<file path="src/rtl/s2qed_pkg.sv">
// Shared definitions for the S2QED UART pair monitor: receiver state encoding and framing constants.
// Latency: n/a (package only).
// Backpressure: none.
package s2qed_pkg;

   typedef enum logic [2:0] {
      IDLE,
      START,
      DATA,
      PARITY,
      STOP,
      WAIT_IDLE
   } rx_state_e;

   localparam int DATA_BITS        = 8;
   localparam int CLKS_PER_BIT_DEF = 16;

   // Even parity: the parity bit that makes the total count of ones even.
   function automatic logic even_parity(input logic [DATA_BITS-1:0] d);
      return ^d;
   endfunction

endpackage

</file>
<file path="src/rtl/s2qed_uart_rx.sv">
// Single-channel UART receiver, 8N1 (8E1 when S2QED_PARITY_EN is defined), sampled at mid-bit.
// Latency: valid_o/frame_err_o pulse 1 cycle after the mid-stop-bit sample.
// Backpressure: none; the line is never stalled, each result is a one-cycle pulse.
module s2qed_uart_rx
   import s2qed_pkg::*;
#(
   parameter int CLKS_PER_BIT = CLKS_PER_BIT_DEF
) (
   input  logic                 clk_i,
   input  logic                 rst_i,
   input  logic                 rxd_i,
   output logic                 valid_o,
   output logic [DATA_BITS-1:0] data_o,
   output logic                 frame_err_o
);

   localparam int                BAUD_W    = $clog2(CLKS_PER_BIT);
   localparam logic [BAUD_W-1:0] HALF_LAST = BAUD_W'(CLKS_PER_BIT / 2 - 1);
   localparam logic [BAUD_W-1:0] FULL_LAST = BAUD_W'(CLKS_PER_BIT - 1);
   localparam logic [3:0]        LAST_BIT  = 4'(DATA_BITS - 1);

   rx_state_e            state_q, state_d;
   logic [BAUD_W-1:0]    baud_q, baud_d;
   logic [3:0]           bit_q, bit_d;
   logic [DATA_BITS-1:0] shift_q, shift_d;
   logic                 valid_pend_q, valid_pend_d;
   logic                 err_pend_q, err_pend_d;
   logic                 valid_q;
   logic                 err_q;
   logic [DATA_BITS-1:0] data_q;
`ifdef S2QED_PARITY_EN
   logic                 par_ok_q, par_ok_d;
`endif

   always_comb begin
      state_d      = state_q;
      baud_d       = baud_q + BAUD_W'(1);
      bit_d        = bit_q;
      shift_d      = shift_q;
      valid_pend_d = 1'b0;
      err_pend_d   = 1'b0;
`ifdef S2QED_PARITY_EN
      par_ok_d     = par_ok_q;
`endif
      unique case (state_q)
         IDLE: begin
            baud_d = '0;
            if (!rxd_i) begin
               state_d = START;
               bit_d   = '0;
            end
         end
         START: begin
            // Half a bit in: a line that has gone high again was only a glitch.
            if (baud_q == HALF_LAST) begin
               baud_d  = '0;
               state_d = rxd_i ? IDLE : DATA;
            end
         end
         DATA: begin
            if (baud_q == FULL_LAST) begin
               baud_d  = '0;
               shift_d = {rxd_i, shift_q[DATA_BITS-1:1]};
               bit_d   = bit_q + 4'd1;
               if (bit_q == LAST_BIT) begin
`ifdef S2QED_PARITY_EN
                  state_d = PARITY;
`else
                  state_d = STOP;
`endif
               end
            end
         end
`ifdef S2QED_PARITY_EN
         PARITY: begin
            if (baud_q == FULL_LAST) begin
               baud_d   = '0;
               par_ok_d = (rxd_i == even_parity(shift_q));
               state_d  = STOP;
            end
         end
`endif
         STOP: begin
            if (baud_q == FULL_LAST) begin
               baud_d = '0;
               if (rxd_i) begin
                  state_d = IDLE;
`ifdef S2QED_PARITY_EN
                  valid_pend_d = par_ok_q;
                  err_pend_d   = !par_ok_q;
`else
                  valid_pend_d = 1'b1;
`endif
               end else begin
                  err_pend_d = 1'b1;
                  state_d    = WAIT_IDLE;
               end
            end
         end
         WAIT_IDLE: begin
            // A break holds the line low; resynchronise only once it idles high.
            baud_d = '0;
            if (rxd_i) begin
               state_d = IDLE;
            end
         end
         default: begin
            state_d = IDLE;
            baud_d  = '0;
         end
      endcase
   end

   always_ff @(posedge clk_i or posedge rst_i) begin
      if (rst_i) begin
         state_q      <= IDLE;
         baud_q       <= '0;
         bit_q        <= '0;
         shift_q      <= '0;
         valid_pend_q <= 1'b0;
         err_pend_q   <= 1'b0;
         valid_q      <= 1'b0;
         err_q        <= 1'b0;
         data_q       <= '0;
`ifdef S2QED_PARITY_EN
         par_ok_q     <= 1'b0;
`endif
      end else begin
         state_q      <= state_d;
         baud_q       <= baud_d;
         bit_q        <= bit_d;
         shift_q      <= shift_d;
         valid_pend_q <= valid_pend_d;
         err_pend_q   <= err_pend_d;
         valid_q      <= valid_pend_q;
         err_q        <= err_pend_q;
         if (valid_pend_q) begin
            data_q <= shift_q;
         end
`ifdef S2QED_PARITY_EN
         par_ok_q     <= par_ok_d;
`endif
      end
   end

   assign valid_o     = valid_q;
   assign data_o      = data_q;
   assign frame_err_o = err_q;

endmodule

</file>
<file path="src/rtl/s2qed_uart_pair_monitor.sv">
// Terminates both S2QED TXD lines, decodes each stream and flags any cycle-level divergence (S2QED_PARITY_EN adds even parity).
// Latency: start edge to rx_valid = 9.5*CLKS_PER_BIT+1 cycles; mismatch_pulse/match_count follow 1 cycle later.
// Backpressure: none; comparator runs every cycle, qed_mismatch is sticky until RST.
module s2qed_uart_pair_monitor
   import s2qed_pkg::*;
#(
   parameter int CLKS_PER_BIT = CLKS_PER_BIT_DEF,
   parameter int CNT_W        = 16
) (
   input  logic                 CLK_SRC,
   input  logic                 RST,
   input  logic                 TXD_0,
   input  logic                 TXD_1,
   output logic                 rx_valid_0,
   output logic [DATA_BITS-1:0] rx_data_0,
   output logic                 frame_err_0,
   output logic                 rx_valid_1,
   output logic [DATA_BITS-1:0] rx_data_1,
   output logic                 frame_err_1,
   output logic                 mismatch_pulse,
   output logic                 qed_mismatch,
   output logic [CNT_W-1:0]     match_count
);

   logic             diverge;
   logic             matched;
   logic             mismatch_pulse_q, mismatch_pulse_d;
   logic             qed_mismatch_q, qed_mismatch_d;
   logic [CNT_W-1:0] match_count_q, match_count_d;

   s2qed_uart_rx #(
      .CLKS_PER_BIT(CLKS_PER_BIT)
   ) u_rx_0 (
      .clk_i      (CLK_SRC),
      .rst_i      (RST),
      .rxd_i      (TXD_0),
      .valid_o    (rx_valid_0),
      .data_o     (rx_data_0),
      .frame_err_o(frame_err_0)
   );

   s2qed_uart_rx #(
      .CLKS_PER_BIT(CLKS_PER_BIT)
   ) u_rx_1 (
      .clk_i      (CLK_SRC),
      .rst_i      (RST),
      .rxd_i      (TXD_1),
      .valid_o    (rx_valid_1),
      .data_o     (rx_data_1),
      .frame_err_o(frame_err_1)
   );

   // Identical instances must produce identical pulses in the same cycle; any skew counts.
   always_comb begin
      diverge = (rx_valid_0 != rx_valid_1)
              || (frame_err_0 != frame_err_1)
              || (rx_valid_0 && rx_valid_1 && (rx_data_0 != rx_data_1));
      matched = rx_valid_0 && rx_valid_1 && (rx_data_0 == rx_data_1);

      mismatch_pulse_d = diverge;
      qed_mismatch_d   = qed_mismatch_q || diverge;
      match_count_d    = match_count_q;
      if (matched && (match_count_q != {CNT_W{1'b1}})) begin
         match_count_d = match_count_q + CNT_W'(1);
      end
   end

   always_ff @(posedge CLK_SRC or posedge RST) begin
      if (RST) begin
         mismatch_pulse_q <= 1'b0;
         qed_mismatch_q   <= 1'b0;
         match_count_q    <= '0;
      end else begin
         mismatch_pulse_q <= mismatch_pulse_d;
         qed_mismatch_q   <= qed_mismatch_d;
         match_count_q    <= match_count_d;
      end
   end

   assign mismatch_pulse = mismatch_pulse_q;
   assign qed_mismatch   = qed_mismatch_q;
   assign match_count    = match_count_q;

endmodule

</file>
<file path="config.mk">
export PLATFORM = sky130hd
export DESIGN_NAME = s2qed_uart_pair_monitor
export DESIGN_NICKNAME = d
export VERILOG_FILES = /design/src/rtl/s2qed_pkg.sv /design/src/rtl/s2qed_uart_rx.sv /design/src/rtl/s2qed_uart_pair_monitor.sv
export SDC_FILE = /design/constraint.sdc
export NUM_CORES = 1
export LEC_CHECK = 0
export CORE_UTILIZATION = 56
export CTS_BUF_LIST = sky130_fd_sc_hd__clkbuf_16
export DETAILED_ROUTE_END_ITERATION = 12
export MAX_ROUTING_LAYER = met4
export PLACE_DENSITY = 0.8
export SYNTH_ARGS = -nofsm -noshare
export SYNTH_HDL_FRONTEND = slang
export SYNTH_SLANG_ARGS = --single-unit
</file>
<file path="constraint.sdc">
create_clock -name CLK_SRC -period 3.3 [get_ports CLK_SRC]
set_input_delay 0.66 -clock CLK_SRC [delete_from_list [all_inputs] [get_ports CLK_SRC]]
set_output_delay 0.66 -clock CLK_SRC [all_outputs]
set_load 0.02 [all_outputs]
</file>
-- Word level (Yosys, flattened, before mapping)
Index checks and enable logic that the tools add are counted.
Widths: inputs -> output; s select.
- register bits after elaboration: 80
- bits in latches: 0
- memory bits (writable): 0
- ROM bits: 0
- bits of input ports: 4
- output and inout bits: 38
- word-level logic and storage cells: 118
- memories: 0
- add/sub/neg operators: 5
- $mul: 0
- divide/modulo/power cells: 0
- magnitude comparators: 0
- eq/ne operators: 31
- shifts and indexed selects: 0
- multiplexer cells: 42
- bitwise gates (word level): 0
- reductions and logical operators: 19
- operators by type and width (operator ; number):
    $mux 3 ; 14
    $mux 4 ; 8
    $pmux 4 s2 ; 4
    $pmux 3 s5 ; 2
    $add 16x1->16 const B ; 1
    $add 4x1->4 const B ; 4
    $eq 4x3->1 const B ; 4
    $ne 16x16->1 const B ; 1
    $ne 2x1->1 const B ; 8
    $eq 3x3->1 const B ; 4
    $mux 1 ; 12
    $reduce_and 6->1 ; 2
    $eq 4x4->1 const B ; 2
    $eq 8x8->1 ; 1
    $ne 2x2->1 const B ; 4
    $ne 8x8->1 ; 1
    $eq 3x1->1 const B ; 2
    $eq 3x2->1 const B ; 2
    $logic_not 3->1 ; 2
    $reduce_and 3->1 ; 2
    $logic_and 1x1->1 ; 4
    $mux 2 ; 2
    $reduce_and 2->1 ; 2
    $reduce_bool 2->1 ; 2
    3 further kinds ; 7

-- Longest topological paths before layout
Gate-level depths: netlist (run 1).
- word-level depth: 4
- mapped depth: 6
- depth with buffers taken out: 6

-- By module
Synthesis (run 1) repeated with hierarchy kept, for this count alone.
- cells, all modules: 319
- area, all modules: 3900.0 um^2
- modules (own cells, without submodules) (module ; instances ; cells an instance ; area each (um^2) ; sequential area each (um^2)):
    s2qed_uart_rx ; 2 ; 114 ; 1440.1 ; 775.7
    s2qed_uart_pair_monitor ; 1 ; 91 ; 1019.7 ; 450.4

-- Worst setup path after synthesis (run 1)
OpenSTA, ideal clock, no wires.
- path type: flip-flop to flip-flop
- start point: register match_count_q[0], in the netlist match_count[0]
- end point: register match_count_q[1], in the netlist match_count[1]
- library setup time: 0.125 ns
- arrival: 1.906 ns
- required time: 3.175 ns
- slack: 1.269 ns
- cell stages (with the launch flop): 7
- buffers on the path: 0
- period minus slack after synthesis: 2.031 ns
- path through: dfrtp_1 ha_1 nand3_2 or4_4 nor2_8 nor2_2 mux2_4
- word-level cells in the longest chain between the ends: 2
- elaborated cells on any way between the ends: 3
- classes of those cells: 1 x add/sub; 1 x eq/ne; 1 x reduce/logical
- ends and longest elaborated chain (what ; RTL line ; source):
    start: declaration ; s2qed_uart_pair_monitor.sv:29 ; logic [CNT_W-1:0] match_count_q, match_count_d;
    start signal: assignment ; s2qed_uart_pair_monitor.sv:76 ; match_count_q <= match_count_d;
    parallel branches: the longest is 2 deep, another holds $add 16x1->16 ; -- ;
Several ways; the timed one is not identified.
A chain may end at the register's enable or synchronous reset.

-- Final worst setup path (run 1)
- start point: register u_rx_1.data_q[3], in the netlist u_rx_1.data_o[3]
- end point: register match_count_q[1], in the netlist match_count[1]
- word-level cells in the longest chain between the ends: 3
- ends and longest elaborated chain (what ; RTL line ; source):
    start: declaration ; s2qed_uart_rx.sv:30 ; logic [DATA_BITS-1:0] data_q;
    start signal: assignment ; s2qed_uart_rx.sv:138 ; data_q <= shift_q;
    $eq 8x8->1 ; s2qed_uart_pair_monitor.sv:58 ; matched = rx_valid_0 && rx_valid_1 && (rx_data_0 == rx_data_1);
    $logic_and 1x1->1 ; s2qed_uart_pair_monitor.sv:58 ;
    $logic_and 1x1->1 ; s2qed_uart_pair_monitor.sv:63 ; if (matched && (match_count_q != {CNT_W{1'b1}})) begin
No other way between the ends.

==> implementation parameters, run 1 <==
Parameter                              Value

Synth
  Largest area contributor in the netlist    dfrtp_1
  Fraction of registers with async set or reset after synthesis    100.0%
  EDFF count, synth    0
  Synth Register Bits    80
  Commonest register cell after synthesis    dfrtp_1
  Cell area after synthesis    3616 sq um
  Share of Yosys cell area claimed by the top area cell type    55.36%
  Number of instances in the synthesized netlist    302
  Number of synthesis warnings    0
  Synthesized net count    312
  Avg Synthesized Cell Area    11.97 sq um
  Number of different library cells in the post-synthesis netlist    42
  Top area cells in the synthesized netlist    dfrtp_1, mux2_2, xor2_1, nor2_1, ha_1
  Fraction of the yosys area taken by sequential cells    55.36%

Pwr
  Lkg Pwr    0.002157 uW
  Total power per unit cell area    554.4 nW/um^2
  Fraction of power consumed by the clock network    40.7%
  Share of power burned in registers    46.7%
  Internal power component    1767 uW
  Combinational group share of total power    12.6%
  Worst IR Drop VDD    0.3371 mV
  Proportion of total power due to net switching    27.82%
  Switching power total    681.1 uW

Timing
  Number of max-slew violations in the final report    0
  Hold violation total from the final report    0
  Ratio of final minimum period to clock period    63.80%
  Post-Route Setup TNS    0 ns
  Slew of the pin with the lowest slew margin    0.5523 ns
  Unrepaired setup endpoints after global routing    no
  Clock Skews    0.007097 ns
  Shortest period the worst path allows    2.106 ns
  Final hold slack    0.3491 ns
  Slew headroom    63.02%
  Number of setup violations in the final report    0
  Highest Clock Rate    0.4749 GHz

Routing
  Number of antenna-violating nets in the routed design    0
  Via count    2,450
  DRC marker count from the first detailed-route iteration    137
  Average via count per standard cell    5.711
  Total wirelength of the detailed-routed design    6.793 mm
  First-pass iteration count of the detailed router    4
  Remaining routing DRC violations    0
  Routed wire length per instance    15.83 um

Global route
  Number of global-route vias before repair    2,425
  Maximum number of pins on one net before global-route repair    28
  Global-route wire length before repair    10.91 mm
  Number of antenna violations at the first check in global routing    0
  Total global routing track utilization    22.68%
  Total gr overflow    0

Clocking
  Number of buffers created by CTS    9
  Number of setup buffers added after CTS    0
  PostCTS Resize Cnt    0
  CTS tree    done
  H-tree level count    3
  Maximum root-to-sink buffer count    2
  Clock Root Buffer    clkbuf_16
  Sink Count    80
  Clock transition at the registers of the reported paths    0.06 ns
  Clk_lat worst skew    0.33 ns
  Hold buffer count at cts    0

Die
  Starting Density    59.66%
  Area enclosed by the die boundary    6782 sq um
  Die extent in x    82.36 um
  Height of the die    82.36 um
  I/O pin cnt    42
  Standard-cell row count    28
  Core area    6061 sq um

Finish
  Number of inserted diodes    0
  Layout cells sized above 1    20.34%
  Count of nets after finishing    359
  Most common library cell in the layout ignoring fill and taps    dfrtp_1
  Commonest cells after routing, fill and taps aside    dfrtp_1, clkdlybuf4s50_1, mux2_2
  Synthesis-to-layout area growth    22.15%
  FILL cells    380

Placed design
  Port-buffer cells    41
  Routability Congestion    0.7956
  DPL Wire Length    4.553 mm

Worst hold path
  Worst Hold Class    reg2reg

Worst setup path
  Required time at the endpoint of the critical path    3.51 ns
  Critical Path End Type    flip-flop
  Worst Setup Start Kind    flip-flop
  Highest net fanout along the worst path    15
  Signal arrival time at the worst endpoint    2.31 ns
  Setup slack on the worst flop-to-flop path    1.19 ns
  Kind of critical path    reg2reg

Run
  Maximum Capacitance Violations    0

Run status
  Status    completed
-- layer usage --
layer  part of all wire (%)  wire, um  up-vias  global-route usage, %
met1                     47      3186     1223                  28.88
met5                      0         0        -                      -
li1                       -         -     1163                      -
met4                    2.6       176        0                  12.81
met3                    3.1       213       14                  4.066
met2                     47      3217       50                  34.30
-- cells by family (layout without fill, tap and decap cells) --
kind of cell / Yosys count / after routing / synth area share (%)
buffers and inverters: 15 / 67 / 1.799
AOI/OAI and AO/OA: 34 / 34 / 6.332
xor gates and xnor gates: 27 / 27 / 6.540
DFF: 80 / 80 / 55.36
and+or+nand+nor: 101 / 101 / 15.64
adders and majority gates: 6 / 6 / 2.076
muxes: 39 / 39 / 12.25
-- power groups by stage --
| stage | clock network, uW | logic, uW | registers, uW |
|---|---|---|---|
| after floorplan | 0 | 300 | 1090 |
| after global placement | 0 | 302 | 1150 |
| after detailed placement | 0 | 308 | 1160 |
| after CTS | 1010 | 312 | 1140 |
| after global routing | 1050 | 348 | 1160 |
| final | 997 | 309 | 1140 |
-- through the flow --
stage	power [uW]	area, sq um	setup WS [ns]	std cells	util [%]
after CTS	2466	4417	1.199	429	72.87
after global routing	2560	4417	1.107	429	72.87
after global placement	1454	4111	1.211	413	67.84
after floorplan	1394	3616	0.5883	302	-
final	2449	4417	1.194	429	72.87
after detailed placement	1466	4111	1.107	413	67.84
-- cells in the mapped netlist, types with 2 or more instances --
cell / count
nor2b_1: 4
xnor2_1: 3
clkbuf_1: 8
nand3_2: 2
dfrtp_1: 80
nor4_1: 2
nand3b_1: 3
nand3_1: 9
nand2b_1: 2
xor2_1: 24
o31ai_1: 2
a22o_1: 4
ha_1: 6
mux2_2: 38
nand4_1: 3
nor3_1: 13
nor3b_1: 2
inv_1: 5
a21oi_1: 3
a32o_1: 3
o311a_1: 2
and3_1: 3
nand2_1: 20
nor2_1: 25
nor4_2: 3
and3b_1: 2
o211ai_1: 2
o21ai_0: 15
-- cell type report --
type / instances / area [sq um] / area share (%)
inverter: 5 / 18.77 / 0.4249
timing repair buffer: 46 / 447.9 / 10.14
clock inverter: 7 / 80.08 / 1.813
multi-input combinational: 207 / 1549 / 35.07
tap: 75 / 93.84 / 2.125
clock buffer: 9 / 225.2 / 5.099
sequential: 80 / 2002 / 45.33
-- worst paths after layout --
| check | depth (start not counted) | endpoint | from |
|---|---|---|---|
| setup / recovery | 5 | match_count[1]$_DFFE_PP0P_ | u_rx_1.data_o[3]$_DFFE_PP0P_ |
| hold / removal | 0 | u_rx_0.frame_err_o$_DFF_PP0_ | u_rx_0.err_pend_q$_DFF_PP0_ |
| setup reg to reg | 5 | match_count[1]$_DFFE_PP0P_ | u_rx_1.data_o[3]$_DFFE_PP0P_ |
| hold reg to reg | 0 | u_rx_0.frame_err_o$_DFF_PP0_ | u_rx_0.err_pend_q$_DFF_PP0_ |
| max in group asynchronous | 3 | u_rx_0.data_o[3]$_DFFE_PP0P_ | RST |
| min in group asynchronous | 2 | u_rx_0.baud_q[0]$_DFF_PP0_ | RST |
-- state kept, by name, summed over array words and instances, names as in the netlist, 3 cells and up --
name and flops:
u_rx_0.shift_q 8, u_rx_1.baud_q 4, u_rx_0.bit_q 4, u_rx_0.baud_q 4, u_rx_1.data_o 8, u_rx_0.state_q 3
u_rx_1.state_q 3, u_rx_1.bit_q 4, u_rx_0.data_o 8, match_count 16, u_rx_1.shift_q 8
-- worst max-delay path, cell delays in order (launching register included) --
cell and delay, ns:
dfrtp_1 0.40, xor2_1 0.18, nor4_2 0.42, nand3_2 0.37, nor2_2 0.29, mux2_4 0.32
No activity file was read; power rests on OpenSTA's default activity.
==> inputs of run 2 (changes only) <==
clock period = 2.08 ns   (was 3.3 ns; I/O delays follow)
==> implementation parameters, run 2 (same netlist as run 1, synthesis figures left out) <==
Parameter                              Value

Run status
  Status    completed

Finish
  Count of nets after finishing    365
  Seq. cell area    2002 sq um
  Flip-flop count of the largest register after layout    16
  FILL cells    382
  Number of inserted diodes    0
  Layout cells sized above 1    21.67%
  Synthesis-to-layout area growth    24.43%
  Commonest cells after routing, fill and taps aside    dfrtp_1, clkdlybuf4s50_1, mux2_2
  Footprint of the multi-input gates    1585 sq um
  Most common library cell in the layout ignoring fill and taps    dfrtp_1

Timing
  Number of max-slew violations in the final report    0
  Clock Skews    0.007499 ns
  Post-Route Setup TNS    0 ns
  Ratio of final minimum period to clock period    96.33%
  Number of setup violations in the final report    0
  Highest Clock Rate    0.4991 GHz
  Shortest period the worst path allows    2.004 ns
  Hold violation total from the final report    0
  Slew headroom    69.81%
  Slew of the pin with the lowest slew margin    0.4515 ns

Worst hold path
  Beginning of the worst hold path    u_rx_1.err_pend_q$_DFF_PP0_
  Worst Hold Class    reg2reg

Worst setup path
  Slowest stage delay, CP    0.61 ns
  Required time at the endpoint of the critical path    2.29 ns
  Signal arrival time at the worst endpoint    2.21 ns
  Sequence of cells on the critical path    ha_1, nand3_2, or4_4, nor2_8, nor2_2, mux2_4
  Kind of critical path    reg2reg
  Highest net fanout along the worst path    5
  Worst Setup Start Kind    flip-flop
  Critical Path End Type    flip-flop
  Worst R2R Start    match_count[1]$_DFFE_PP0P_
  Critical path startpoint    match_count[1]$_DFFE_PP0P_
  Cell with the largest stage delay on the worst path    or4_4

Global route
  Total global routing track utilization    22.97%
  Number of global-route vias before repair    2,375
  Total gr overflow    0
  Global-route wire length before repair    11.20 mm
  Number of antenna violations at the first check in global routing    0
  Maximum number of pins on one net before global-route repair    81

Routing
  Remaining routing DRC violations    0
  First-pass iteration count of the detailed router    4
  Via count    2,446
  Total wirelength of the detailed-routed design    6.765 mm
  Average via count per standard cell    5.623
  Number of antenna-violating nets in the routed design    0
  Routed wire length per instance    15.55 um
  DRC marker count from the first detailed-route iteration    111

Clocking
  Sink Count    80
  Clock transition at the registers of the reported paths    0.06 ns
  Clk_lat worst skew    0.33 ns
  Maximum root-to-sink buffer count    2
  CTS tree    done
  H-tree level count    3
  Clock Root Buffer    clkbuf_16
  Number of buffers created by CTS    9

Run
  Maximum Capacitance Violations    0

Die
  Die extent in x    82.36 um
  Core area    6061 sq um
  Height of the die    82.36 um
  Starting Density    59.66%
  Standard-cell row count    28
  I/O pin cnt    42
  Area enclosed by the die boundary    6782 sq um

Pwr
  Total power per unit cell area    870.3 nW/um^2
  Worst IR Drop VDD    0.7936 mV
  Lkg Pwr    0.002194 uW
  Post-layout total power    3916 uW

Placed design
  DPL Wire Length    4.450 mm
  Port-buffer cells    41
  Routability Congestion    0.7871
## run 2: cell types whose count changed in the layout (fill, tap and decap cells not counted), sizes merged
cell      change
clkinvlp      +1
buf           +5
clkinv        +1
nor2          +1
inv           -2
## run 2: path summary, 6_finish.rpt
path	slack, ns	end	cells after the start
setup / recovery	0.08	match_count[1]$_DFFE_PP0P_	6
hold / removal	0.35	u_rx_1.frame_err_o$_DFF_PP0_	0
setup reg to reg	0.08	match_count[1]$_DFFE_PP0P_	6
hold reg to reg	0.35	u_rx_1.frame_err_o$_DFF_PP0_	0
max in group asynchronous	1.19	match_count[3]$_DFFE_PP0P_	3
min in group asynchronous	0.55	mismatch_pulse$_DFF_PP0_	3
## run 2: cell type report
type	count	share of cell area, %
Clock buffer	9	5.006
Clock inverter	7	1.613
Inverter	5	0.5006
Multi-Input combinational cell	208	35.23
Sequential cell	80	44.49
Tap cell	75	2.086
Timing Repair Buffer	51	11.07
## run 2: power by group
part	switching [uW]	internal (uW)	leakage, uW	total [uW]
sequential	156	1650	0.00110	1800
clock	618	928	0.000141	1550
combinational	304	264	0.000954	568
## run 2: stage by stage
stage	hold slack [ns]	util, %	std cells	worst slack [ns]	instance area (sq um)
floorplan	0.3312	-	302	0.04864	3620
global placement	0.3317	68.23	414	0.07072	4135
detailed placement	0.3362	68.23	414	0.02944	4135
CTS	0.3468	73.14	430	0.007937	4433
global route	0.3643	74.24	435	-0.003614	4499
finish	0.3468	74.24	435	0.07627	4499
## run 2: critical path, delay by kind of cell (launching register included)
family                   cells  cell delay [ns]
adder cells (fa/ha/maj)      1             0.21
flip-flops                   1             0.43
multiplexers                 1             0.30
AND/OR/NAND/NOR              4             0.96
## run 2: metal layers
layer	routed length, um	vias up	global-route usage (%)
met3	276	11	4.835
met2	3151	55	34.71
met1	3241	1195	29.91
li1	-	1185	-
met5	0	-	-
met4	95	0	10.18
## run 2: what timing repair did
| action | CTS | global route |
|---|---|---|
| buffers inserted | 0 | 4 |
| gates resized for setup | 0 | 3 |
| setup endpoints to repair | 0 | 9 |
| hold buffers | 0 | 0 |
==> inputs of run 3 (changes only) <==
CORE_UTILIZATION = 45   (was 56)
PLACE_DENSITY = 0.66   (was 0.8)
==> implementation parameters, run 3 (same netlist as run 1, synthesis figures left out) <==
Parameter                              Value

Finish
  Commonest cells after routing, fill and taps aside    dfrtp_1, clkdlybuf4s50_1, mux2_2
  Post-Route Utilization    58.25%
  Flip-flop count of the largest register after layout    16
  Most common library cell in the layout ignoring fill and taps    dfrtp_1
  Layout cells sized above 1    21.88%
  Number of inserted diodes    0
  Synthesis-to-layout area growth    25.12%
  Count of nets after finishing    368

Clocking
  Clock transition at the registers of the reported paths    0.06 ns
  Sink Count    80
  Hold buffer count at cts    0
  CTS tree    done
  H-tree level count    3
  Maximum root-to-sink buffer count    2
  Clk_lat worst skew    0.33 ns
  Number of buffers created by CTS    9
  Clock Root Buffer    clkbuf_16

Worst setup path
  Critical path startpoint    match_count[1]$_DFFE_PP0P_
  Kind of critical path    reg2reg
  Slowest stage delay, CP    0.57 ns
  Highest net fanout along the worst path    9
  CP bufs+invs    0
  Setup slack on the worst flop-to-flop path    0.14 ns
  Critical path's top delay family    simple AND/OR/NAND/NOR gates
  Signal arrival time at the worst endpoint    2.16 ns
  Sequence of cells on the critical path    ha_1, nand3_2, or4_4, nor2_8, nor2_2, mux2_4
  Required time at the endpoint of the critical path    2.29 ns
  Worst r2r dst    match_count[1]$_DFFE_PP0P_
  Worst R2R Start    match_count[1]$_DFFE_PP0P_
  Cell with the largest stage delay on the worst path    or4_4
  Critical Path End Type    flip-flop
  Worst Setup Start Kind    flip-flop
  Cells on worst reg2reg path    6

Global route
  Total global routing track utilization    18.18%
  Maximum number of pins on one net before global-route repair    30
  Global-route wire length before repair    11.37 mm
  Number of global-route vias before repair    2,283
  Number of antenna violations at the first check in global routing    0
  Total gr overflow    0

Pwr
  Worst IR Drop VDD    0.6529 mV
  Post-layout total power    3849 uW
  Lkg Pwr    0.002203 uW
  Total power per unit cell area    850.7 nW/um^2

Placed design
  Routability Congestion    0.7346
  DPL Wire Length    4.696 mm
  Worst setup timing slack at the placement stage    0.08496 ns
  Port-buffer cells    41

Timing
  Slew of the pin with the lowest slew margin    0.5582 ns
  Final hold slack    0.3482 ns
  Post-Route Setup TNS    0 ns
  Ratio of final minimum period to clock period    93.39%
  Number of max-slew violations in the final report    0
  Shortest period the worst path allows    1.943 ns
  Final setup margin    0.1375 ns
  Clock Skews    0.006856 ns
  Hold violation total from the final report    0
  Highest Clock Rate    0.5148 GHz
  Slew headroom    62.71%
  Number of setup violations in the final report    0

Routing
  Remaining routing DRC violations    0
  Total wirelength of the detailed-routed design    6.658 mm
  Via count    2,437
  Routed wire length per instance    14.38 um
  First-pass iteration count of the detailed router    5
  Average via count per standard cell    5.263
  Number of antenna-violating nets in the routed design    0
  DRC marker count from the first detailed-route iteration    47

Die
  I/O pin cnt    42
  Height of the die    91.64 um
  Core area    7767 sq um
  Starting Density    46.55%
  Area enclosed by the die boundary    8398 sq um
  Standard-cell row count    32
  Die extent in x    91.64 um

Run
  Maximum Capacitance Violations    0

Run status
  Status    completed

Worst hold path
  Instance count along the most critical hold path    0
  Beginning of the worst hold path    u_rx_0.err_pend_q$_DFF_PP0_
  Capture endpoint of the worst hold path    u_rx_0.frame_err_o$_DFF_PP0_
  Worst Hold Class    reg2reg
==> run 3: cell types whose count changed in the layout (fill, tap and decap cells not counted), sizes merged <==
cell | before | now
buf | 10 | 14
clkinvlp | 3 | 1
nor2 | 28 | 27
==> run 3: metrics by stage <==
step / cells / area, sq um
final: 463 / 4524
after global routing: 463 / 4524
after CTS: 463 / 4517
after detailed placement: 449 / 4242
after global placement: 449 / 4242
after floorplan: 302 / 3620
==> run 3: how the worst max path moves through the flow <==
stage	to	depth (start not counted)	slack (ns)
after floorplan	match_count[1]$_DFFE_PP0P_	6	0.05
after global placement	match_count[1]$_DFFE_PP0P_	5	0.11
after detailed placement	match_count[1]$_DFFE_PP0P_	5	0.08
after CTS	match_count[1]$_DFFE_PP0P_	5	0.08
after global routing	match_count[6]$_DFFE_PP0P_	5	-0.008
final	match_count[1]$_DFFE_PP0P_	6	0.14
==> run 3: where the power goes <==
part	switching [uW]	internal, uW
clock network	567	906
registers	130	1650
logic	323	277
==> run 3: worst reg2reg max path: cells and delay by family (launching register included) <==
family                     cells  cell delay (ns)
muxes                          1             0.29
adders and majority gates      1             0.20
DFF                            1             0.42
and+or+nand+nor                4             0.91
==> run 3: layer usage <==
metal / up-vias / wire, um / track usage, % / share of wire (%)
met5: - / 0 / - / 0
met4: 0 / 68 / 5.952 / 1.0
met3: 7 / 206 / 5.224 / 3.1
met2: 41 / 3158 / 26.63 / 47
met1: 1206 / 3224 / 24.41 / 48
li1: 1183 / - / - / -
==> run 3: layout make-up <==
class	count	area (sq um)
Fill cell	646	3243
Multi-Input combinational cell	207	1556
Tap cell	102	127.6
Clock buffer	9	225.2
Clock inverter	5	50.05
Timing Repair Buffer	55	540.5
Inverter	5	22.52
Sequential cell	80	2002
==> run 3: what timing repair did <==
item,4_1_cts,5_1_grt
endpoints found under the hold margin,0,0
endpoints found under the setup margin,0,6
buffers inserted,0,0
resized for setup,0,1
